==> config.mk <==
export PLATFORM = sky130hd
export DESIGN_NAME = md_unit
export DESIGN_NICKNAME = d
export VERILOG_FILES = /design/src/rtl/md_unit.sv
export SDC_FILE = /design/constraint.sdc
export NUM_CORES = 1
export LEC_CHECK = 0
export BUFFER_PORTS_ARGS = -buffer_cell sky130_fd_sc_hd__buf_2
export CORE_ASPECT_RATIO = 1.75
export CORE_MARGIN = 4
export CORE_UTILIZATION = 64
export CTS_BUF_LIST = sky130_fd_sc_hd__clkbuf_16
export CTS_CLUSTER_SIZE = 20
export DETAILED_ROUTE_END_ITERATION = 6
export PLACE_DENSITY = 0.88
export REMOVE_ABC_BUFFERS = 1
export SYNTH_ARGS = -nofsm -noshare
export SYNTH_HDL_FRONTEND = slang
export SYNTH_SLANG_ARGS = --single-unit
==> constraint.sdc <==
create_clock -name clk -period 6.8 [get_ports clk]
set_clock_uncertainty 0.1 [all_clocks]
set_input_delay 0.68 -clock clk [delete_from_list [all_inputs] [get_ports clk]]
set_output_delay 0.68 -clock clk [all_outputs]
set_load 0.01 [all_outputs]
==> src/rtl/md_unit.sv <==
// md_unit: iterative multiply/divide unit feeding the architectural HI/LO pair.
// A launch latches operand magnitudes and signs. CALC runs WIDTH shift-add
// multiply steps or WIDTH restoring-divide steps. FIX applies the sign
// correction and writes HI/LO.
//
// Handshake: start is a single-cycle request. It is honoured only while busy is
// low. While busy is high, start, hi_we and lo_we are ignored. done pulses for
// one cycle, and in that same cycle busy is low and hi/lo carry the new result.
module md_unit #(
  parameter int WIDTH = 32,
  parameter int CNT_W = 6
) (
  input  logic             clk,
  input  logic             reset,
  input  logic             start,
  input  logic [1:0]       op,
  input  logic [WIDTH-1:0] srcA,
  input  logic [WIDTH-1:0] srcB,
  input  logic             hi_we,
  input  logic             lo_we,
  input  logic [WIDTH-1:0] wdata,
  output logic             busy,
  output logic             done,
  output logic [WIDTH-1:0] hi,
  output logic [WIDTH-1:0] lo
);

  typedef enum logic [1:0] {
    IDLE = 2'd0,
    CALC = 2'd1,
    FIX  = 2'd2
  } state_t;

  localparam logic [CNT_W-1:0] LAST_ITER = CNT_W'(WIDTH - 1);

  state_t             state;
  state_t             state_next;
  logic [CNT_W-1:0]   cnt;
  logic [1:0]         op_reg;
  logic               sign_a;
  logic               sign_b;
  logic               div_zero;
  logic [WIDTH-1:0]   a_reg;      // multiplicand magnitude
  logic [WIDTH-1:0]   b_reg;      // divisor magnitude
  logic [2*WIDTH-1:0] acc;        // product accumulator; low half doubles as dividend/quotient
  logic [WIDTH-1:0]   rem;        // committed partial remainder

  // Launch-time operand conditioning.
  logic               is_signed;
  logic [WIDTH-1:0]   mag_a;
  logic [WIDTH-1:0]   mag_b;

  // Per-iteration datapath.
  logic [WIDTH:0]     mul_sum;
  logic [WIDTH:0]     div_shift;  // WIDTH+1 bit trial partial remainder
  logic [WIDTH:0]     div_diff;
  logic               div_ge;
  logic               unused_bits;

  // Sign-corrected results presented during FIX.
  logic [2*WIDTH-1:0] prod_fix;
  logic [WIDTH-1:0]   quo_fix;
  logic [WIDTH-1:0]   rem_fix;

  // Operand magnitudes: signed ops use |x|, so 0x80000000 stays 0x80000000 as unsigned.
  always_comb begin
    is_signed = ~op[0];
    mag_a     = (is_signed && srcA[WIDTH-1]) ? (~srcA + 1'b1) : srcA;
    mag_b     = (is_signed && srcB[WIDTH-1]) ? (~srcB + 1'b1) : srcB;
  end

  // One multiply step (add-then-shift) and one restoring divide step.
  always_comb begin
    mul_sum     = {1'b0, acc[2*WIDTH-1:WIDTH]} + (acc[0] ? {1'b0, a_reg} : {(WIDTH+1){1'b0}});
    div_shift   = {rem, acc[WIDTH-1]};
    div_ge      = (div_shift >= {1'b0, b_reg});
    div_diff    = div_shift - {1'b0, b_reg};
    // After a successful subtract the difference is below b_reg, so its top bit is always zero.
    unused_bits = div_diff[WIDTH];
  end

  // Sign correction applied in FIX: product and quotient by sign xor, remainder by dividend sign.
  always_comb begin
    prod_fix = (sign_a ^ sign_b) ? (~acc + 1'b1) : acc;
    quo_fix  = (sign_a ^ sign_b) ? (~acc[WIDTH-1:0] + 1'b1) : acc[WIDTH-1:0];
    rem_fix  = sign_a ? (~rem + 1'b1) : rem;
  end

  // State register.
  always_ff @(posedge clk) begin
    if (reset) state <= IDLE;
    else       state <= state_next;
  end

  // Next-state logic: launch, count WIDTH iterations, one fix-up cycle.
  always_comb begin
    state_next = state;
    case (state)
      IDLE:    if (start) state_next = CALC;
      CALC:    if (cnt == LAST_ITER) state_next = FIX;
      FIX:     state_next = IDLE;
      default: state_next = IDLE;
    endcase
  end

  // State-decoded outputs.
  always_comb begin
    busy = (state != IDLE);
  end

  // Datapath, HI/LO and the done pulse.
  always_ff @(posedge clk) begin
    if (reset) begin
      cnt      <= '0;
      op_reg   <= '0;
      sign_a   <= 1'b0;
      sign_b   <= 1'b0;
      div_zero <= 1'b0;
      a_reg    <= '0;
      b_reg    <= '0;
      acc      <= '0;
      rem      <= '0;
      hi       <= '0;
      lo       <= '0;
      done     <= 1'b0;
    end else begin
      done <= 1'b0;
      case (state)
        IDLE: begin
          if (start) begin
            // start wins over a same-cycle MTHI/MTLO.
            op_reg   <= op;
            sign_a   <= is_signed & srcA[WIDTH-1];
            sign_b   <= is_signed & srcB[WIDTH-1];
            div_zero <= (srcB == '0);
            a_reg    <= mag_a;
            b_reg    <= mag_b;
            cnt      <= '0;
            rem      <= '0;
            acc      <= op[1] ? {{WIDTH{1'b0}}, mag_a} : {{WIDTH{1'b0}}, mag_b};
          end else begin
            if (hi_we) hi <= wdata;
            if (lo_we) lo <= wdata;
          end
        end
        CALC: begin
          cnt <= cnt + 1'b1;
          if (!op_reg[1]) begin
            acc <= {mul_sum, acc[WIDTH-1:1]};
          end else begin
            rem             <= div_ge ? div_diff[WIDTH-1:0] : div_shift[WIDTH-1:0];
            acc[WIDTH-1:0]  <= {acc[WIDTH-2:0], div_ge};
          end
        end
        FIX: begin
          done <= 1'b1;
          if (!op_reg[1]) begin
            hi <= prod_fix[2*WIDTH-1:WIDTH];
            lo <= prod_fix[WIDTH-1:0];
          end else begin
            // With a zero divisor the remainder equals |srcA|, so rem_fix restores srcA.
            hi <= rem_fix;
            lo <= div_zero ? {WIDTH{1'b1}} : quo_fix;
          end
        end
        default: ;
      endcase
    end
  end

endmodule
==> results.md <==
- Die footprint: a little under 30000 um2
- Critical Path AT: between 4 and 5 ns
- CP max stage cell: a2111oi_0
- Total Routing Usage GR: 0.420
- Sw Pwr: around 1300 uW
- CP dominant cell by count: o211ai_1
- Clock Power Share: 0.369
- Layout cell share with drive strength beyond 1: 0.119
- Crit path time final: approximately 3.8 ns
- Synth Flop Type: dfxtp_1
- Synth top area share: 0.281
- # clock sinks: around 240
- P_int: between 2000 and 3000 uW
- Post-CTS resize count: 0
- Number of library cell types mapped by synthesis: a little over 80
- CTS tree: done
- Critical path, cell by cell: nand2_1 > inv_1 > ha_1 > a211oi_1 > nor2_1 > o211ai_1 > o211ai_1 > a2111oi_0 > o211ai_1 > and3_1 > a211o_1
- Vias/cell: between 6 and 7
- Avg Cell Area, Syn: around 7.7 um2
- Worst setup path class: flip-flop to flip-flop
- First-pass GRT wire length: ~96000 um
- Core Region: between 20000 and 30000 um2
- Number of synthesized flops with an enable pin: 0
- Run status: completed
- Area growth, synth to finish: 10.2%
- Max FO, Critical Path: 16
- Setup bufs post-CTS: 0
- Async S/R FF share, synth: 0
- Switch share: 0.326
- Finish-stage setup viols: 0
- DIE HEIGHT: between 200 and 250 um
- Routability Congestion: approximately 1.0
- Seq/Total Area, Yosys: 0.281
- Leading post-synthesis cells by cell area: dfxtp_1, xnor2_1, a21oi_1
- Max-slew headroom: 0.239
- Data required time of the worst path: slightly above 7 ns
- Clock Tree Buf Depth: 3
- DP Wirelength: around 47000 um
- Largest net degree at the start of global routing: 72
- GRT overflow: 0
- Final period utilization: 0.565
- Max Fclk: approximately 0.26 GHz
- Initial antenna violation count: 1
- Overall power consumption: around 3800 uW
- Final TNS setup: 0 ns
- Die Wd: approximately 130 um
- Top reg by flops: acc
- Mapped Cells: 2183
- Pwr/cell area: approximately 210 nW/um2
- Nets@finish: roughly 2.4k
- Synth Warn #: 0
- Cell taking the most area after synthesis: dfxtp_1
- DR WL/cell: approximately 24 um
- Initial Utilization: 0.650
- Drt pass-1 iters: 6
- Max VDD drop: around 220 uV
- Drc violations: 0
- Crit start category: flip-flop
- Comb pwr share: 0.223
- Top cell family by delay on the critical path: compound AO/OA/AOI/OAI gates
- Vias in the first global route: roughly 17k
- Port Buf Inserts: around 170
- Max reg flops: 64
- H-tree levels: 1
- Initial drt markers: between 1.5k and 2k
- Post-DRT Antenna Nets: 0
- Reg clk slew, reported paths: about 0.060 ns
- Seq pwr share: 0.408
- Root Driver: clkbuf_16
- Worst min-delay path class: primary input to flip-flop
- Worst Tran Pin Value: around 1.1 ns
- Final WL: 62800 um
- Leakage power: ~0.0074 uW
- MaxCap Viol Count: 0
- Num rows: a little under 80
- RSZ-0062 raised after global routing: false
- Final Hold Vio Count: 0
- Yosys reg bits: 237
- Pins Over Slew Limit: 0
- Buf/Inv on CP: 1
- Crit-path max cell delay: between 0.7 and 0.8 ns
- CTS Buf Count: 25
- Hold Buf Count CTS: 0
- Netlist Area Pre-Place: between 15000 and 20000 um2
- Clock latency on the worst-skew pair: ~0.56 ns
- Crit end category: flip-flop
- I/O pins: approximately 170
- Vias post-DR: approximately 18k
==> layout by cell type (no fill, tap or decap), types with 34 or more instances in the layout <==
master,n
xnor2_1,113
o21ai_0,118
and2_1,41
xor2_1,78
nand2_1,195
a21oi_1,192
nor2_1,219
inv_1,79
nor3_1,42
mux2i_1,62
o31ai_1,35
o221ai_1,34
dfxtp_1,236
a211oi_1,106
ha_1,69
buf_2,167
==> cell usage after synthesis, types with 15 or more instances <==
library cell and count:
dfxtp_1 237, nor2_1 222, nand2_1 195, a21oi_1 192, clkbuf_1 128, o21ai_0 118
xnor2_1 114, a211oi_1 106, xor2_1 79, inv_1 71, ha_1 69, mux2i_1 62
nor3_1 43, and2_1 41, o31ai_1 35, o221ai_1 34, nand3_1 31, o211ai_1 27
a21o_1 26, a22oi_1 22, a31oi_1 22, nor2b_1 19, o21a_1 19, nand2b_1 18
o22ai_1 16, nor4_1 15
==> final timing paths <==
| path | cells after the start | endpoint | startpoint | slack, ns |
|---|---|---|---|---|
| worst max-delay path | 11 | acc[62] | acc[0] | 2.96 |
| worst min-delay path | 3 | a_reg[0] | srcA[0] | 0.31 |
| worst max register to register | 11 | acc[62] | acc[0] | 2.96 |
| worst min register to register | 2 | lo[9] | lo[9] | 0.35 |
==> through the flow <==
step / hold slack [ns] / setup WS, ns / instance area (um2) / util / cells
after floorplan: 0.326 / -0.613 / 16300 / - / 2034
after global placement: 0.335 / 3.14 / 17800 / 0.685 / 2547
after detailed placement: 0.340 / 3.06 / 17800 / 0.685 / 2547
after CTS: 0.312 / 3.03 / 18600 / 0.716 / 2590
after global routing: 0.327 / 2.67 / 18600 / 0.716 / 2591
final: 0.307 / 2.96 / 18600 / 0.716 / 2592
==> worst min-delay path: stages <==
cell and delay, ns:
buf_2 0.13, nand2_1 0.06, a21oi_1 0.05
==> cell families after synthesis <==
family                     count (synthesis)  synth area share
buffers and inverters                    221            0.0506
and+or+nand+nor                          679             0.195
muxes                                     63            0.0374
adders and majority gates                 71            0.0535
xor gates and xnor gates                 193             0.100
AOI/OAI and AO/OA                        719             0.282
DFF                                      237             0.281
==> power groups by stage <==
stage | Clock (uW) | Sequential (uW) | Combinational [uW]
floorplan | 0 | 1570 | 523
global placement | 0 | 1590 | 804
detailed placement | 0 | 1590 | 821
CTS | 1400 | 1560 | 827
global route | 1460 | 1570 | 915
finish | 1410 | 1570 | 855
==> layer usage <==
| layer | track usage | vias up | routed length [um] |
|---|---|---|---|
| met5 | 0 | - | 0 |
| met2 | 0.699 | 1158 | 30100 |
| met1 | 0.452 | 8422 | 20500 |
| li1 | - | 8116 | - |
| met4 | 0.338 | 0 | 6430 |
| met3 | 0.0806 | 377 | 5680 |
==> final cells by class <==
type,instances,area (um2)
Clock inverter,18,176
Sequential cell,237,4750
Tap cell,320,400
Inverter,72,270
Clock buffer,25,626
Antenna cell,2,5.00
Timing Repair Buffer,193,1030
Multi-Input combinational cell,1725,11300
Fill cell,2168,7370
(Power assumes the default switching activity.)
